`src/rtl/div_ctrl_if.sv`:
```
// Handshake bundle between the execute stage, div_ctrl and the signed divider core.
// The slave modport is the div_ctrl side; master is the execute stage plus core side.
interface div_ctrl_if #(
    parameter int unsigned XLEN = 32
) ();
    logic            req_valid_i;
    logic            req_ready_o;
    logic [2:0]      req_op_i;
    logic [XLEN-1:0] req_rs1_i;
    logic [XLEN-1:0] req_rs2_i;
    logic            resp_valid_o;
    logic            resp_ready_i;
    logic [XLEN-1:0] resp_data_o;
    logic            resp_err_o;
    logic [XLEN-1:0] div_a_o;
    logic [XLEN-1:0] div_b_o;
    logic            div_in_valid_o;
    logic            div_in_ready_i;
    logic [XLEN-1:0] div_c_i;
    logic            div_out_valid_i;
    logic            div_out_ready_o;

    modport slave (
        input  req_valid_i, req_op_i, req_rs1_i, req_rs2_i, resp_ready_i,
               div_in_ready_i, div_c_i, div_out_valid_i,
        output req_ready_o, resp_valid_o, resp_data_o, resp_err_o,
               div_a_o, div_b_o, div_in_valid_o, div_out_ready_o
    );

    modport master (
        output req_valid_i, req_op_i, req_rs1_i, req_rs2_i, resp_ready_i,
               div_in_ready_i, div_c_i, div_out_valid_i,
        input  req_ready_o, resp_valid_o, resp_data_o, resp_err_o,
               div_a_o, div_b_o, div_in_valid_o, div_out_ready_o
    );
endinterface

```
`src/rtl/div_ctrl.sv`:
```
// RISC-V DIV/REM sequencer in front of the handshaked signed divider core: resolves
// special cases locally, corrects core quotient artifacts, derives REM by shift-add multiply.
module div_ctrl #(
    parameter int unsigned XLEN = 32
) (
    input logic       clock,
    input logic       nreset,
    div_ctrl_if.slave bus
);
    localparam int unsigned     CW      = $clog2(XLEN);
    localparam logic [XLEN-1:0] MIN_VAL = {1'b1, {(XLEN-1){1'b0}}};
    localparam logic [XLEN-1:0] ONE     = {{(XLEN-1){1'b0}}, 1'b1};
    localparam logic [2:0]      OP_DIV  = 3'b100;
    localparam logic [2:0]      OP_REM  = 3'b110;

    typedef enum logic [3:0] {
        S_IDLE, S_CHECK, S_ISSUE, S_WAIT, S_CAPT, S_ACK, S_FIX, S_MUL, S_RESP
    } state_e;

    state_e          state_q, state_d;
    logic [2:0]      op_q, op_d;
    logic [XLEN-1:0] rs1_q, rs1_d, rs2_q, rs2_d;
    logic [XLEN-1:0] quo_q, quo_d, prod_q, prod_d, mcand_q, mcand_d;
    logic [CW-1:0]   cnt_q, cnt_d;
    logic            minfix_q, minfix_d;
    logic            req_ready_q, req_ready_d, resp_valid_q, resp_valid_d;
    logic            resp_err_q, resp_err_d, in_valid_q, in_valid_d, out_ready_q, out_ready_d;
    logic [XLEN-1:0] resp_data_q, resp_data_d, div_a_q, div_a_d, div_b_q, div_b_d;

    logic            is_div, is_rem;
    logic [XLEN-1:0] rs2_abs, quo_fix, prod_next;

    assign is_div    = (op_q == OP_DIV);
    assign is_rem    = (op_q == OP_REM);
    assign rs2_abs   = rs2_q[XLEN-1] ? (~rs2_q + ONE) : rs2_q;
    assign quo_fix   = rs2_q[XLEN-1] ? (quo_q + ONE) : (quo_q - ONE);
    assign prod_next = prod_q + (quo_q[0] ? mcand_q : '0);

    always_comb begin
        state_d      = state_q;
        op_d         = op_q;
        rs1_d        = rs1_q;
        rs2_d        = rs2_q;
        quo_d        = quo_q;
        prod_d       = prod_q;
        mcand_d      = mcand_q;
        cnt_d        = cnt_q;
        minfix_d     = minfix_q;
        req_ready_d  = req_ready_q;
        resp_valid_d = resp_valid_q;
        resp_err_d   = resp_err_q;
        resp_data_d  = resp_data_q;
        in_valid_d   = in_valid_q;
        out_ready_d  = out_ready_q;
        div_a_d      = div_a_q;
        div_b_d      = div_b_q;

        unique case (state_q)
            S_IDLE: begin
                if (bus.req_valid_i) begin
                    op_d        = bus.req_op_i;
                    rs1_d       = bus.req_rs1_i;
                    rs2_d       = bus.req_rs2_i;
                    req_ready_d = 1'b0;
                    state_d     = S_CHECK;
                end
            end
            S_CHECK: begin
                minfix_d   = 1'b0;
                resp_err_d = 1'b0;
                if (!is_div && !is_rem) begin
                    resp_data_d  = '0;
                    resp_err_d   = 1'b1;
                    resp_valid_d = 1'b1;
                    state_d      = S_RESP;
                end else if (rs2_q == '0) begin
                    resp_data_d  = is_div ? '1 : rs1_q;
                    resp_valid_d = 1'b1;
                    state_d      = S_RESP;
                end else if (rs1_q == MIN_VAL && rs2_q == '1) begin
                    resp_data_d  = is_div ? MIN_VAL : '0;
                    resp_valid_d = 1'b1;
                    state_d      = S_RESP;
                end else if (rs2_q == MIN_VAL) begin
                    quo_d = (rs1_q == MIN_VAL) ? ONE : '0;
                    if (is_div) begin
                        resp_data_d  = quo_d;
                        resp_valid_d = 1'b1;
                        state_d      = S_RESP;
                    end else begin
                        prod_d  = '0;
                        mcand_d = rs2_q;
                        cnt_d   = '0;
                        state_d = S_MUL;
                    end
                end else begin
                    // The core cannot take MIN as dividend; shift it toward zero and repair in FIX.
                    minfix_d   = (rs1_q == MIN_VAL);
                    div_a_d    = (rs1_q == MIN_VAL) ? (rs1_q + rs2_abs) : rs1_q;
                    div_b_d    = rs2_q;
                    in_valid_d = 1'b1;
                    state_d    = S_ISSUE;
                end
            end
            S_ISSUE: begin
                if (!bus.div_in_ready_i) begin
                    in_valid_d = 1'b0;
                    state_d    = S_WAIT;
                end
            end
            S_WAIT: begin
                if (bus.div_out_valid_i) state_d = S_CAPT;
            end
            S_CAPT: begin
                // 0x80000000 from the core is its negative-zero artifact, never a real quotient.
                quo_d       = (bus.div_c_i == MIN_VAL) ? '0 : bus.div_c_i;
                out_ready_d = 1'b1;
                state_d     = S_ACK;
            end
            S_ACK: begin
                out_ready_d = 1'b0;
                if (minfix_q) begin
                    state_d = S_FIX;
                end else if (is_rem) begin
                    prod_d  = '0;
                    mcand_d = rs2_q;
                    cnt_d   = '0;
                    state_d = S_MUL;
                end else begin
                    resp_data_d  = quo_q;
                    resp_valid_d = 1'b1;
                    state_d      = S_RESP;
                end
            end
            S_FIX: begin
                quo_d = quo_fix;
                if (is_rem) begin
                    prod_d  = '0;
                    mcand_d = rs2_q;
                    cnt_d   = '0;
                    state_d = S_MUL;
                end else begin
                    resp_data_d  = quo_fix;
                    resp_valid_d = 1'b1;
                    state_d      = S_RESP;
                end
            end
            S_MUL: begin
                prod_d  = prod_next;
                quo_d   = quo_q >> 1;
                mcand_d = mcand_q << 1;
                cnt_d   = cnt_q + 1'b1;
                if (cnt_q == CW'(XLEN - 1)) begin
                    resp_data_d  = rs1_q - prod_next;
                    resp_valid_d = 1'b1;
                    state_d      = S_RESP;
                end
            end
            S_RESP: begin
                if (bus.resp_ready_i) begin
                    resp_valid_d = 1'b0;
                    req_ready_d  = 1'b1;
                    state_d      = S_IDLE;
                end
            end
            default: state_d = S_IDLE;
        endcase
    end

    always_ff @(posedge clock or negedge nreset) begin
        if (!nreset) begin
            state_q      <= S_IDLE;
            op_q         <= '0;
            rs1_q        <= '0;
            rs2_q        <= '0;
            quo_q        <= '0;
            prod_q       <= '0;
            mcand_q      <= '0;
            cnt_q        <= '0;
            minfix_q     <= 1'b0;
            req_ready_q  <= 1'b1;
            resp_valid_q <= 1'b0;
            resp_err_q   <= 1'b0;
            resp_data_q  <= '0;
            in_valid_q   <= 1'b0;
            out_ready_q  <= 1'b0;
            div_a_q      <= '0;
            div_b_q      <= '0;
        end else begin
            state_q      <= state_d;
            op_q         <= op_d;
            rs1_q        <= rs1_d;
            rs2_q        <= rs2_d;
            quo_q        <= quo_d;
            prod_q       <= prod_d;
            mcand_q      <= mcand_d;
            cnt_q        <= cnt_d;
            minfix_q     <= minfix_d;
            req_ready_q  <= req_ready_d;
            resp_valid_q <= resp_valid_d;
            resp_err_q   <= resp_err_d;
            resp_data_q  <= resp_data_d;
            in_valid_q   <= in_valid_d;
            out_ready_q  <= out_ready_d;
            div_a_q      <= div_a_d;
            div_b_q      <= div_b_d;
        end
    end

    assign bus.req_ready_o     = req_ready_q;
    assign bus.resp_valid_o    = resp_valid_q;
    assign bus.resp_data_o     = resp_data_q;
    assign bus.resp_err_o      = resp_err_q;
    assign bus.div_a_o         = div_a_q;
    assign bus.div_b_o         = div_b_q;
    assign bus.div_in_valid_o  = in_valid_q;
    assign bus.div_out_ready_o = out_ready_q;
endmodule

```
`src/flat_wrapper.sv`:
```
// flat-port wrapper written by rule: the top's interface ports become plain ports
module div_ctrl_flat 
#(
    parameter int unsigned XLEN = 32
)
  (clock, nreset, bus_req_valid_i, bus_req_op_i, bus_req_rs1_i, bus_req_rs2_i, bus_resp_ready_i, bus_div_in_ready_i, bus_div_c_i, bus_div_out_valid_i, bus_req_ready_o, bus_resp_valid_o, bus_resp_data_o, bus_resp_err_o, bus_div_a_o, bus_div_b_o, bus_div_in_valid_o, bus_div_out_ready_o);
  div_ctrl_if #(.XLEN(XLEN)) bus_i ();
  input logic clock;
  input logic nreset;
  input wire logic [$bits(bus_i.req_valid_i)-1:0] bus_req_valid_i;
  input wire logic [$bits(bus_i.req_op_i)-1:0] bus_req_op_i;
  input wire logic [$bits(bus_i.req_rs1_i)-1:0] bus_req_rs1_i;
  input wire logic [$bits(bus_i.req_rs2_i)-1:0] bus_req_rs2_i;
  input wire logic [$bits(bus_i.resp_ready_i)-1:0] bus_resp_ready_i;
  input wire logic [$bits(bus_i.div_in_ready_i)-1:0] bus_div_in_ready_i;
  input wire logic [$bits(bus_i.div_c_i)-1:0] bus_div_c_i;
  input wire logic [$bits(bus_i.div_out_valid_i)-1:0] bus_div_out_valid_i;
  output wire logic [$bits(bus_i.req_ready_o)-1:0] bus_req_ready_o;
  output wire logic [$bits(bus_i.resp_valid_o)-1:0] bus_resp_valid_o;
  output wire logic [$bits(bus_i.resp_data_o)-1:0] bus_resp_data_o;
  output wire logic [$bits(bus_i.resp_err_o)-1:0] bus_resp_err_o;
  output wire logic [$bits(bus_i.div_a_o)-1:0] bus_div_a_o;
  output wire logic [$bits(bus_i.div_b_o)-1:0] bus_div_b_o;
  output wire logic [$bits(bus_i.div_in_valid_o)-1:0] bus_div_in_valid_o;
  output wire logic [$bits(bus_i.div_out_ready_o)-1:0] bus_div_out_ready_o;
  assign bus_i.req_valid_i = bus_req_valid_i;
  assign bus_i.req_op_i = bus_req_op_i;
  assign bus_i.req_rs1_i = bus_req_rs1_i;
  assign bus_i.req_rs2_i = bus_req_rs2_i;
  assign bus_i.resp_ready_i = bus_resp_ready_i;
  assign bus_i.div_in_ready_i = bus_div_in_ready_i;
  assign bus_i.div_c_i = bus_div_c_i;
  assign bus_i.div_out_valid_i = bus_div_out_valid_i;
  assign bus_req_ready_o = bus_i.req_ready_o;
  assign bus_resp_valid_o = bus_i.resp_valid_o;
  assign bus_resp_data_o = bus_i.resp_data_o;
  assign bus_resp_err_o = bus_i.resp_err_o;
  assign bus_div_a_o = bus_i.div_a_o;
  assign bus_div_b_o = bus_i.div_b_o;
  assign bus_div_in_valid_o = bus_i.div_in_valid_o;
  assign bus_div_out_ready_o = bus_i.div_out_ready_o;
  div_ctrl #(.XLEN(XLEN)) u_core (.clock(clock), .nreset(nreset), .bus(bus_i));
endmodule
```
`config.mk`:
```
export PLATFORM = sky130hd
export DESIGN_NAME = div_ctrl_flat
export DESIGN_NICKNAME = d
export VERILOG_FILES = /design/src/rtl/div_ctrl_if.sv /design/src/rtl/div_ctrl.sv /design/src/flat_wrapper.sv
export SDC_FILE = /design/constraint.sdc
export NUM_CORES = 1
export LEC_CHECK = 0
export BUFFER_PORTS_ARGS = -buffer_cell sky130_fd_sc_hd__buf_2
export CORE_MARGIN = 2
export CORE_UTILIZATION = 53
export DETAILED_ROUTE_END_ITERATION = 8
export GPL_TIMING_DRIVEN = 0
export PLACE_DENSITY = 0.74
export SYNTH_ARGS = -nofsm -noshare
export SYNTH_HDL_FRONTEND = slang
export SYNTH_SLANG_ARGS = --single-unit
```
`constraint.sdc`:
```
create_clock -name clock -period 5 [get_ports clock]
set_clock_uncertainty 0.15 [all_clocks]
set_input_delay 0.75 -clock clock [delete_from_list [all_inputs] [get_ports clock]]
set_output_delay 0.75 -clock clock [all_outputs]
set_load 0.005 [all_outputs]
```
==> run metrics <==
global placer's final weighted congestion between 0.9 and 1; placed cell area just over 20,000 sq um; Initial Util 53.5%; Final Routed Wirelength 64,400 um; maximum VDD drop around 0.00056 V; Cell Area, Synth ~19,000 sq um; total of max-cap violations 0; #FFs+latches synth 274; Final ANT Viol Nets 0; critical path peak fanout 6; reg2reg path depth 21; Num CTS Buffers 34; Slew @ Worst Pin 1370 ps; Syn Inst Count 2,113; first drt pass iteration count 6; synth cell count leaders 273 x dfrtp_1, 267 x nand2_1, 180 x a21oi_1; status finished with violations; post-synthesis mux area share a little under 7%; crit end category register; Worst Setup Start Kind register; first-pass GRT wire length 98,100 um; largest net degree at the start of global routing 116; CTS tree built; initial antenna violation count 0; CP required 5280 ps; Data arrival, critical path ~5500 ps; htree depth 2; Die Y 193 um; Max Slew Vio Count 0; Reg clk slew, reported paths roughly 60 ps; total number of vias 18,000; I/O Pins 206; Synth top area share 36.1%; share of cells above drive strength 1 about 23%; Syn. warnings 0; reg2reg end u_core.bus.resp_data_o[31]; Hold WC Path Type in2async; Worst Setup EP u_core.bus.resp_data_o[31]; Post-synth EDFFs 0; CTS Sinks 274; clk root buf clkbuf_16; die width between 150 and 200 um; period utilization 104%; worst slack, placed -995 ps; core area 35,400 sq um; FILL cells 3,014; Synth Area in Compound Gates 22.5%; Longest Clk Path Bufs 3; Crit Reg-Reg Startpoint u_core.quo_q[0]; P_leak 10.0 nW; post-route insts no fill 2,887; Port Buffers approximately 210; adder-cell share of the synthesized area 8.81%; Synth-to-Final Area Change 20.3%; Worst slew margin 7.78%; Synth Flop Type dfrtp_1; CP Class reg2reg; ant diodes 0; DP Cell Count 2,781; most frequent cell after synthesis dfrtp_1; Starting DRT DRC Count approximately 1,900; Nets 2,640; failing checks negative hold slack, negative setup slack; min Tclk post-route 5210 ps; Synth Area in Simple Gates ~17%; Synth area leaders dfrtp_1 36%, ha_1 8.4%, mux2_2 6.2%; synthesized area per cell 8.96 sq um; overall routing resource usage 34.4%; die area 37,300 sq um; clock latency at the later pin of the worst-skew pair 560 ps; final-report hold violation count 5; Max stage delay on crit path about 460 ps; total gr overflow 0; sequential area share after synthesis 36.2%; final critical-path setup slack -206 ps; Setup Viol. Count Final 4; largest family of logic cells by synthesized area compound AO/OA/AOI/OAI gates; area share of xor/xnor cells in the synthesized design 5.99%; Min Hold Slack -23.5 ps; asr flop ratio synth 100%; PwrDens 771 nW/um^2; CP cell instances buf_8 > clkbuf_4 > and2_1 > ha_4 > a211oi_4 > o21ai_2 > a41o_1 > a21oi_2 > o21bai_1 > a2111o_1 > a41o_1 > xnor2_2 > ha_4 > nand3_2 > o32a_1 > a41oi_4 > a21oi_2 > o31ai_2 > xnor2_1 > o221ai_1 > mux2_4; Residual DRC 0; RSZ-0062 raised after global routing yes; largest area contributor in the netlist dfrtp_1; Unique masters post-synth 83; slowest CP cell a2111o_1; via/cell ratio approximately 6.2; fmax 192 MHz; routed len/inst 22.3 um; cell area after layout 22,800 sq um; Placement Rows 69; number of global-route vias before repair roughly 18,000; Critical Path Source u_core.quo_q[0]; syn nets between 2,000 and 2,500; HPWL Detailed 48,300 um; reg-to-reg slack, setup -210 ps
## per-stage QoR
step / util, % / setup TNS, ps / hold WS, ps / total power [mW]
after floorplan: - / 0 / 304 / 11.2
after global placement: 58.1 / -533160 / 303 / 13.7
after detailed placement: 58.3 / -9980 / 317 / 13.9
after CTS: 62.8 / -490 / 5.71 / 16.8
after global routing: 64.4 / -1940 / 37.7 / 18.8
final: 64.4 / -389 / -23.5 / 17.6
## logic make-up (layout without fill, tap and decap cells)
logic type / count (synthesis) / in the layout
compound gates: 658 / 658
xor+xnor: 128 / 128
fa+ha+maj: 131 / 131
buf+inv: 141 / 454
flops: 274 / 274
mux: 118 / 118
simple gates: 663 / 663
## critical path: cells and delay by family, from the launching register on
| kind | cells | cell delay [ps] |
|---|---|---|
| simple gates | 2 | 270 |
| xor+xnor | 2 | 330 |
| buf+inv | 2 | 290 |
| fa+ha+maj | 2 | 560 |
| compound gates | 12 | 2780 |
| flops | 1 | 380 |
| mux | 1 | 320 |
## layout by cell type (no fill, tap or decap), types with 40 or more instances in the layout
| cell | Yosys | final |
|---|---|---|
| dfrtp_1 | 273 | 273 |
| nand2_1 | 267 | 265 |
| buf_2 | 8 | 212 |
| a21oi_1 | 180 | 164 |
| o21ai_0 | 162 | 148 |
| nor2_1 | 129 | 127 |
| ha_1 | 127 | 109 |
| mux2_2 | 105 | 104 |
| xnor2_1 | 87 | 83 |
| clkbuf_1 | 84 | 81 |
| a21o_1 | 51 | 51 |
| buf_4 | 1 | 45 |
| a22oi_1 | 40 | 40 |
## final cells by class
| class | instances | area [sq um] | area share (%) |
|---|---|---|---|
| clock inverters | 10 | 135 | 0.593 |
| inverters | 38 | 146 | 0.643 |
| flip-flops and latches | 274 | 6860 | 30.1 |
| multi-input cells | 1698 | 12200 | 53.3 |
| well taps | 461 | 577 | 2.53 |
| repair inverters | 1 | 7.51 | 0.0330 |
| plain buffers | 101 | 437 | 1.92 |
| clock buffers | 48 | 993 | 4.36 |
| repair buffers | 256 | 1470 | 6.47 |
## report_power, final
group | switching [mW] | internal [mW] | total (mW)
clock | 1.02 | 1.50 | 2.51
sequential | 1.13 | 3.05 | 4.18
combinational | 6.10 | 4.76 | 10.9
## state kept, by name, summed over array words and instances (netlist names)
signal	count
u_core.op_q	3
u_core.rs2_q	32
u_core.rs1_q	32
u_core.state_q	4
u_core.bus.div_in_valid_o	1
u_core.bus.div_b_o	32
u_core.bus.resp_data_o	32
u_core.prod_q	32
u_core.minfix_q	1
u_core.cnt_q	5
u_core.bus.resp_valid_o	1
u_core.bus.div_a_o	32
u_core.mcand_q	32
u_core.bus.div_out_ready_o	1
u_core.quo_q	32
u_core.bus.resp_err_o	1
u_core.bus.req_ready_o	1
## layer usage
| metal | up-vias | global-route usage [%] | part of all wire, % |
|---|---|---|---|
| met5 | - | 0 | 0 |
| met4 | 0 | 14.2 | 4.2 |
| met3 | 172 | 5.27 | 8.4 |
| met2 | 803 | 57.7 | 47 |
| met1 | 8645 | 44.5 | 41 |
| li1 | 8355 | - | - |
## worst min path at each step
stage / from / end / slack (ps) / cells past startpoint
4_1_cts: nreset / u_core.bus.div_b_o[8] / 6 / 1
2_1_floorplan: nreset / u_core.bus.div_a_o[0] / 300 / 0
5_1_grt: nreset / u_core.bus.div_b_o[8] / 40 / 1
3_3_place_gp: u_core.bus.resp_data_o[18] / u_core.bus.resp_data_o[18] / 300 / 1
6_report: nreset / u_core.bus.div_b_o[8] / -20 / 1
3_5_place_dp: u_core.bus.resp_data_o[18] / u_core.bus.resp_data_o[18] / 320 / 1
## timing repair
item / CTS / global route
setup buffers: 31 / 17
setup endpoints to repair: 27 / 25
endpoints found under the hold margin: 0 / 0
hold buffers: 0 / 0
gates resized for setup: 48 / 88
cloned: 2 / 0
pin swaps: 32 / 52
Note: power is estimated with default switching activity, not from simulation.
